<file path="src/rtl/sayac_mem_pkg.sv">
// sayac_mem_pkg: shared types and constants for the SAYAC memory-side controller.
package sayac_mem_pkg;
    localparam int DATA_W = 16;
    typedef enum logic [1:0] {IDLE, ACCESS, DONE} state_t;
    typedef enum logic {OP_RD, OP_WR} op_t;
    typedef logic [3:0] wait_cnt_t;
endpackage

</file>
<file path="src/rtl/sayac_mem_ctrl_if.sv">
// sayac_mem_ctrl_if: processor-to-memory request/ready bus of the SAYAC core.
interface sayac_mem_ctrl_if;
    import sayac_mem_pkg::*;
    logic              readMM;
    logic              writeMM;
    logic              readInst;
    logic [DATA_W-1:0] addrBus;
    logic [DATA_W-1:0] dataBusOut;
    logic [DATA_W-1:0] dataBusIn;
    logic              readyMEM;
    modport master (output readMM, writeMM, readInst, addrBus, dataBusOut, input dataBusIn, readyMEM);
    modport slave  (input readMM, writeMM, readInst, addrBus, dataBusOut, output dataBusIn, readyMEM);
endinterface

</file>
<file path="src/rtl/sayac_mem_ctrl.sv">
// sayac_mem_ctrl: sequences a synchronous single-port SRAM with programmable wait states
// behind a 4-phase ready handshake; out-of-range addresses complete without an SRAM access.
module sayac_mem_ctrl
    import sayac_mem_pkg::*;
#(
    parameter int          ADDR_W    = 12,
    parameter int          RD_WAIT   = 2,
    parameter int          WR_WAIT   = 1,
    parameter logic [15:0] OOR_RDATA = 16'h0000
) (
    input  logic              clk,
    input  logic              rst,
    sayac_mem_ctrl_if.slave   bus,
    output logic              sram_ce,
    output logic              sram_we,
    output logic [ADDR_W-1:0] sram_addr,
    output logic [DATA_W-1:0] sram_wdata,
    input  logic [DATA_W-1:0] sram_rdata,
    output logic [DATA_W-1:0] fetch_cnt,
    output logic              oor_err
);
    localparam wait_cnt_t RD_CNT = wait_cnt_t'(RD_WAIT);
    localparam wait_cnt_t WR_CNT = wait_cnt_t'(WR_WAIT);

    state_t            state_q, state_d;
    op_t               op_q, op_d;
    wait_cnt_t         cnt_q, cnt_d;
    logic [ADDR_W-1:0] addr_q, addr_d;
    logic [DATA_W-1:0] wdata_q, wdata_d;
    logic [DATA_W-1:0] rdata_q, rdata_d;
    logic [DATA_W-1:0] fetch_cnt_q, fetch_cnt_d;
    logic              inst_q, inst_d;
    logic              oor_q, oor_d;
    logic              req, oor;

    assign req = bus.readMM | bus.writeMM;
    assign oor = |(bus.addrBus >> ADDR_W);

    always_comb begin
        state_d = state_q;
        op_d    = op_q;
        cnt_d   = cnt_q;
        addr_d  = addr_q;
        wdata_d = wdata_q;
        rdata_d = rdata_q;
        inst_d  = inst_q;
        oor_d   = oor_q;
        case (state_q)
            IDLE: if (req) begin
                op_d    = bus.writeMM ? OP_WR : OP_RD;
                addr_d  = bus.addrBus[ADDR_W-1:0];
                wdata_d = bus.dataBusOut;
                inst_d  = bus.readInst;
                if (oor) begin
                    state_d = DONE;
                    oor_d   = 1'b1;
                    rdata_d = bus.writeMM ? rdata_q : OOR_RDATA;
                end else begin
                    state_d = ACCESS;
                    cnt_d   = bus.writeMM ? WR_CNT : RD_CNT;
                end
            end
            ACCESS: begin
                cnt_d = cnt_q - 4'd1;
                if (cnt_q == 4'd1) begin
                    state_d = DONE;
                    rdata_d = (op_q == OP_RD) ? sram_rdata : rdata_q;
                end
            end
            DONE:    state_d = req ? DONE : IDLE;
            default: state_d = IDLE;
        endcase
        // counts any completed fetch, including one that hit an out-of-range address
        fetch_cnt_d = (state_d == DONE && state_q != DONE && op_d == OP_RD && inst_d) ? fetch_cnt_q + 16'd1 : fetch_cnt_q;
    end

    always_ff @(posedge clk or negedge rst) begin
        if (!rst) begin
            state_q     <= IDLE;
            op_q        <= OP_RD;
            cnt_q       <= '0;
            addr_q      <= '0;
            wdata_q     <= '0;
            rdata_q     <= '0;
            inst_q      <= 1'b0;
            oor_q       <= 1'b0;
            fetch_cnt_q <= '0;
        end else begin
            state_q     <= state_d;
            op_q        <= op_d;
            cnt_q       <= cnt_d;
            addr_q      <= addr_d;
            wdata_q     <= wdata_d;
            rdata_q     <= rdata_d;
            inst_q      <= inst_d;
            oor_q       <= oor_d;
            fetch_cnt_q <= fetch_cnt_d;
        end
    end

    // the counter still holds its load value only in the first ACCESS cycle
    assign sram_ce      = state_q == ACCESS;
    assign sram_we      = sram_ce && op_q == OP_WR && cnt_q == WR_CNT;
    assign sram_addr    = addr_q;
    assign sram_wdata   = wdata_q;
    assign bus.readyMEM = state_q == DONE;
    assign bus.dataBusIn = rdata_q;
    assign fetch_cnt    = fetch_cnt_q;
    assign oor_err      = oor_q;
endmodule
</file>
<file path="src/flat_wrapper.sv">
// flat-port wrapper written by rule: the top's interface ports become plain ports
module sayac_mem_ctrl_flat import sayac_mem_pkg::*;
#(
    parameter int          ADDR_W    = 12,
    parameter int          RD_WAIT   = 2,
    parameter int          WR_WAIT   = 1,
    parameter logic [15:0] OOR_RDATA = 16'h0000
)
  (clk, rst, sram_ce, sram_we, sram_addr, sram_wdata, sram_rdata, fetch_cnt, oor_err, bus_readMM, bus_writeMM, bus_readInst, bus_addrBus, bus_dataBusOut, bus_dataBusIn, bus_readyMEM);
  sayac_mem_ctrl_if bus_i ();
  input  logic clk;
  input  logic rst;
  output logic sram_ce;
  output logic sram_we;
  output logic [ADDR_W-1:0] sram_addr;
  output logic [DATA_W-1:0] sram_wdata;
  input  logic [DATA_W-1:0] sram_rdata;
  output logic [DATA_W-1:0] fetch_cnt;
  output logic oor_err;
  input wire logic [$bits(bus_i.readMM)-1:0] bus_readMM;
  input wire logic [$bits(bus_i.writeMM)-1:0] bus_writeMM;
  input wire logic [$bits(bus_i.readInst)-1:0] bus_readInst;
  input wire logic [$bits(bus_i.addrBus)-1:0] bus_addrBus;
  input wire logic [$bits(bus_i.dataBusOut)-1:0] bus_dataBusOut;
  output wire logic [$bits(bus_i.dataBusIn)-1:0] bus_dataBusIn;
  output wire logic [$bits(bus_i.readyMEM)-1:0] bus_readyMEM;
  assign bus_i.readMM = bus_readMM;
  assign bus_i.writeMM = bus_writeMM;
  assign bus_i.readInst = bus_readInst;
  assign bus_i.addrBus = bus_addrBus;
  assign bus_i.dataBusOut = bus_dataBusOut;
  assign bus_dataBusIn = bus_i.dataBusIn;
  assign bus_readyMEM = bus_i.readyMEM;
  sayac_mem_ctrl #(.ADDR_W(ADDR_W), .RD_WAIT(RD_WAIT), .WR_WAIT(WR_WAIT), .OOR_RDATA(OOR_RDATA)) u_core (.clk(clk), .rst(rst), .bus(bus_i), .sram_ce(sram_ce), .sram_we(sram_we), .sram_addr(sram_addr), .sram_wdata(sram_wdata), .sram_rdata(sram_rdata), .fetch_cnt(fetch_cnt), .oor_err(oor_err));
endmodule
</file>
<file path="config.mk">
export PLATFORM = sky130hd
export DESIGN_NAME = sayac_mem_ctrl_flat
export DESIGN_NICKNAME = d
export VERILOG_FILES = /design/src/rtl/sayac_mem_pkg.sv /design/src/rtl/sayac_mem_ctrl_if.sv /design/src/rtl/sayac_mem_ctrl.sv /design/src/flat_wrapper.sv
export SDC_FILE = /design/constraint.sdc
export NUM_CORES = 1
export LEC_CHECK = 0
export ABC_CLOCK_PERIOD_IN_PS = 1800
export BUFFER_PORTS_ARGS = -buffer_cell sky130_fd_sc_hd__buf_2
export CORE_MARGIN = 2
export CORE_UTILIZATION = 44
export DETAILED_ROUTE_END_ITERATION = 8
export GPL_TIMING_DRIVEN = 0
export HOLD_SLACK_MARGIN = 0.1
export PLACE_DENSITY = 0.85
export SYNTH_ARGS = -nofsm -noshare
export SYNTH_HDL_FRONTEND = slang
export SYNTH_SLANG_ARGS = --single-unit
</file>
<file path="constraint.sdc">
create_clock -name clk -period 1.8 [get_ports clk]
set_input_delay 0.36 -clock clk [delete_from_list [all_inputs] [get_ports clk]]
set_output_delay 0.36 -clock clk [all_outputs]
set_load 0.005 [all_outputs]
</file>
==> metrics.yaml <==
floorplanning:
  ios: 117
  core-area_um2: 6680
  dieArea_um2: 7480
  start_util_pct: 44.8
  fp.dieH_um: 86.5
  rows: 30
  die-width_um: 86.5
setup_path:
  cp-startpoint: "u_core.state_q[0]"
  required_ns: 2.01
  setup.worst_path.start_class: "flop"
  critPathMaxStageDelay_ns: 0.39
  crit_path_max_fanout: 4
  cp-end-kind: "flop"
  crit_path_top_delay_cell: "dfrtp_1"
  critPathArrivalTime_ns: 2.16
  path_cells: "buf_4 > nand2b_1 > a221o_1 > a221oi_4 > buf_6 > mux2_4"
  crit_type: "flop to flop"
  timing.rr.start: "u_core.state_q[0]"
grt:
  grt_pass1_wl_mm: 10.3
  grt_pass1_vias: 2179
  overflow: 0
  grt_max_degree: 70
  grt_util_all_layers_pct: 17.2
  antenna_found_initial: 0
clock_network:
  clk_pin_slew_ns: 0.08
  clockBufferDepth: 2
  cts_sinks: 69
  cts_tree: "yes"
  numCtsBuffers: 9
  cts_hold_buf: 0
  cts.htree.levels: 3
  cts_root_buffer: "clkbuf_8"
  clk_latency_ns: 0.33
synth:
  syn_area_um2: 2990
  synth-seq-cells: 69
  synth_edf_count: 0
  yosysUniqueCellTypes: 41
  syn_avg_cell_area_um2: 11.8
  synth_xor_area_share_pct: 5.23
  synth-simple-area-share_pct: 14.7
  synth_top_family_by_area: "simple AND/OR/NAND/NOR gates"
  ys_seq_area_share_pct: 57.7
  synth_fa_ha_area_share_pct: 1.25
  netlist_instances: 254
  muxShareOfSynthArea_pct: 10.9
  syn_nets: 310
  synth-compound-area-share_pct: 7.15
  synth_common_cells: "69 x dfrtp_1, 43 x nand2_1, 29 x mux2_2"
  yosys.area.top_type_share_pct: 57.7
  synth_flop_cell: "dfrtp_1"
  yosysTopAreaCell: "dfrtp_1"
  ys_async_sr_fraction_pct: 100
  ys_top_cells_by_area: "dfrtp_1 58%, mux2_2 11%, nand2_1 5.4%"
  synth.most_common_cell: "dfrtp_1"
  yosysWarnings: 0
routing:
  drt-wirelength-per-cell_um: 13.5
  drt-total-wl_mm: 6.43
  initialDrtViolationCount: 59
  vias_per_cell: 4.99
  drtAntennaViolNets: 0
  vias: 2377
  drcViolationCount: 0
  drt_first_pass_iters: 4
finish:
  area.growth.synth_to_final_pct: 35.8
  nets: 447
  drive_above_1_share_pct: 51.8
  layout.cells.non_filler: 476
  diodes: 0
timing:
  period_minus_slack_ns: 1.95
  hold_ws_ns: 0.124
  slew_headroom_pct: 43.7
  fmax_ghz: 0.512
  hold_violations: 0
  rsz0062_at_grt: "true"
  slew_violations: 0
  fin_worst_skew_ns: 0.0130
  tns_ns: -1.65
  period_share_pct: 109
  setup_viol: 17
  finalWorstSetupSlack_ns: -0.154
  tightest_slew_ns: 0.845
job:
  maxCapViolCount: 0
power_and_ir_drop:
  power_mw: 3.59
  p_per_area_nw_per_um2: 882
  leakage_nw: 1.98
  peakVddDrop_v: 0.000595
placed_design:
  routabilityCongestion: 0.789
  place_inst: 450
  port_buffers: 116
  dp.final_hpwl_mm: 4.54
  dp_slack_ns: -0.321
worst_hold_path:
  hold_class: "input pin to async pin"
status:
  status: "finished, violations left"
  violations: "setup timing"
## worst max-delay path, delay by kind of cell (launching register included)
kind | cells | cell delay (ns)
compound gates | 2 | 0.71
flops | 1 | 0.39
buf+inv | 2 | 0.32
mux | 1 | 0.29
simple gates | 1 | 0.13
## per-stage QoR
step / utilization (%) / cell area [µm²]
after CTS: 59.6 / 3980
after floorplan: - / 3000
after global placement: 55.1 / 3680
after detailed placement: 55.2 / 3690
after global routing: 60.8 / 4060
final: 60.8 / 4060
## power by group
part           internal (mW)  total [mW]  switching (mW)
Clock                  0.535        1.09           0.552
Sequential              1.73        1.86           0.133
Combinational          0.375       0.640           0.264
## logic make-up (layout without fill, tap and decap cells)
kind of cell	count (synthesis)	in the layout
compound gates	33	33
xor+xnor	17	17
buf+inv	17	159
mux	29	29
simple gates	86	86
fa+ha+maj	3	3
flops	69	69
## metal layers
layer  up-vias  track usage (%)  share of wire [%]
met5         -                0                  0
met4         0             5.11               0.89
met3         6             3.52                5.6
met2        81             28.3                 48
met1      1143             23.1                 45
li1       1147                -                  -
## timing repair
item	4_1_cts	5_1_grt
endpoints found under the setup margin	47	49
gates cloned	1	0
gates resized for setup	20	19
pin swaps	9	8
hold endpoints to repair	0	0
buffers inserted	8	3
## cell type report
cell class	count	area, µm²
Fill cell	554	2620
Tap cell	80	100
Multi-Input combinational cell	168	1240
Inverter	5	18.8
Buffer	11	111
Sequential cell	69	1730
Clock buffer	12	145
Timing Repair Buffer	127	692
Clock inverter	4	23.8
## registers in the layout, summed over array words and instances (netlist names)
signal	flops
u_core.oor_err	1
u_core.inst_q	1
u_core.cnt_q	4
u_core.sram_wdata	16
u_core.sram_addr	12
u_core.state_q	2
u_core.op_q	1
u_core.bus.dataBusIn	16
u_core.fetch_cnt	16
## cells in the final DEF (no fill, tap or decap), drive strengths merged
master,n
a22o,1
inv,5
nand2,43
and3,4
or4,1
mux2,29
nand3,8
and4bb,1
nand2b,2
o21ba,1
xnor2,16
nor3,2
dfrtp,69
or2b,1
nor3b,2
a221oi,1
ha,3
or2,3
or3,1
clkbuf,17
buf,133
nand4,6
a221o,2
and2b,1
o31ai,1
nor2,10
a21o,1
clkinv,4
xor2,1
nor4,1
o21ai,22
a21oi,4
## worst paths after layout
check,cells past startpoint,slack (ns),to
setup / recovery,6,-0.15,u_core.fetch_cnt[1]
hold / removal,1,0.12,u_core.bus.dataBusIn[6]
max in group asynchronous,1,1.09,u_core.cnt_q[0]
setup reg to reg,6,-0.15,u_core.fetch_cnt[1]
hold reg to reg,1,0.46,u_core.oor_err
min in group clk,3,0.26,u_core.bus.dataBusIn[3]
No activity file was read; power rests on OpenSTA's default activity.
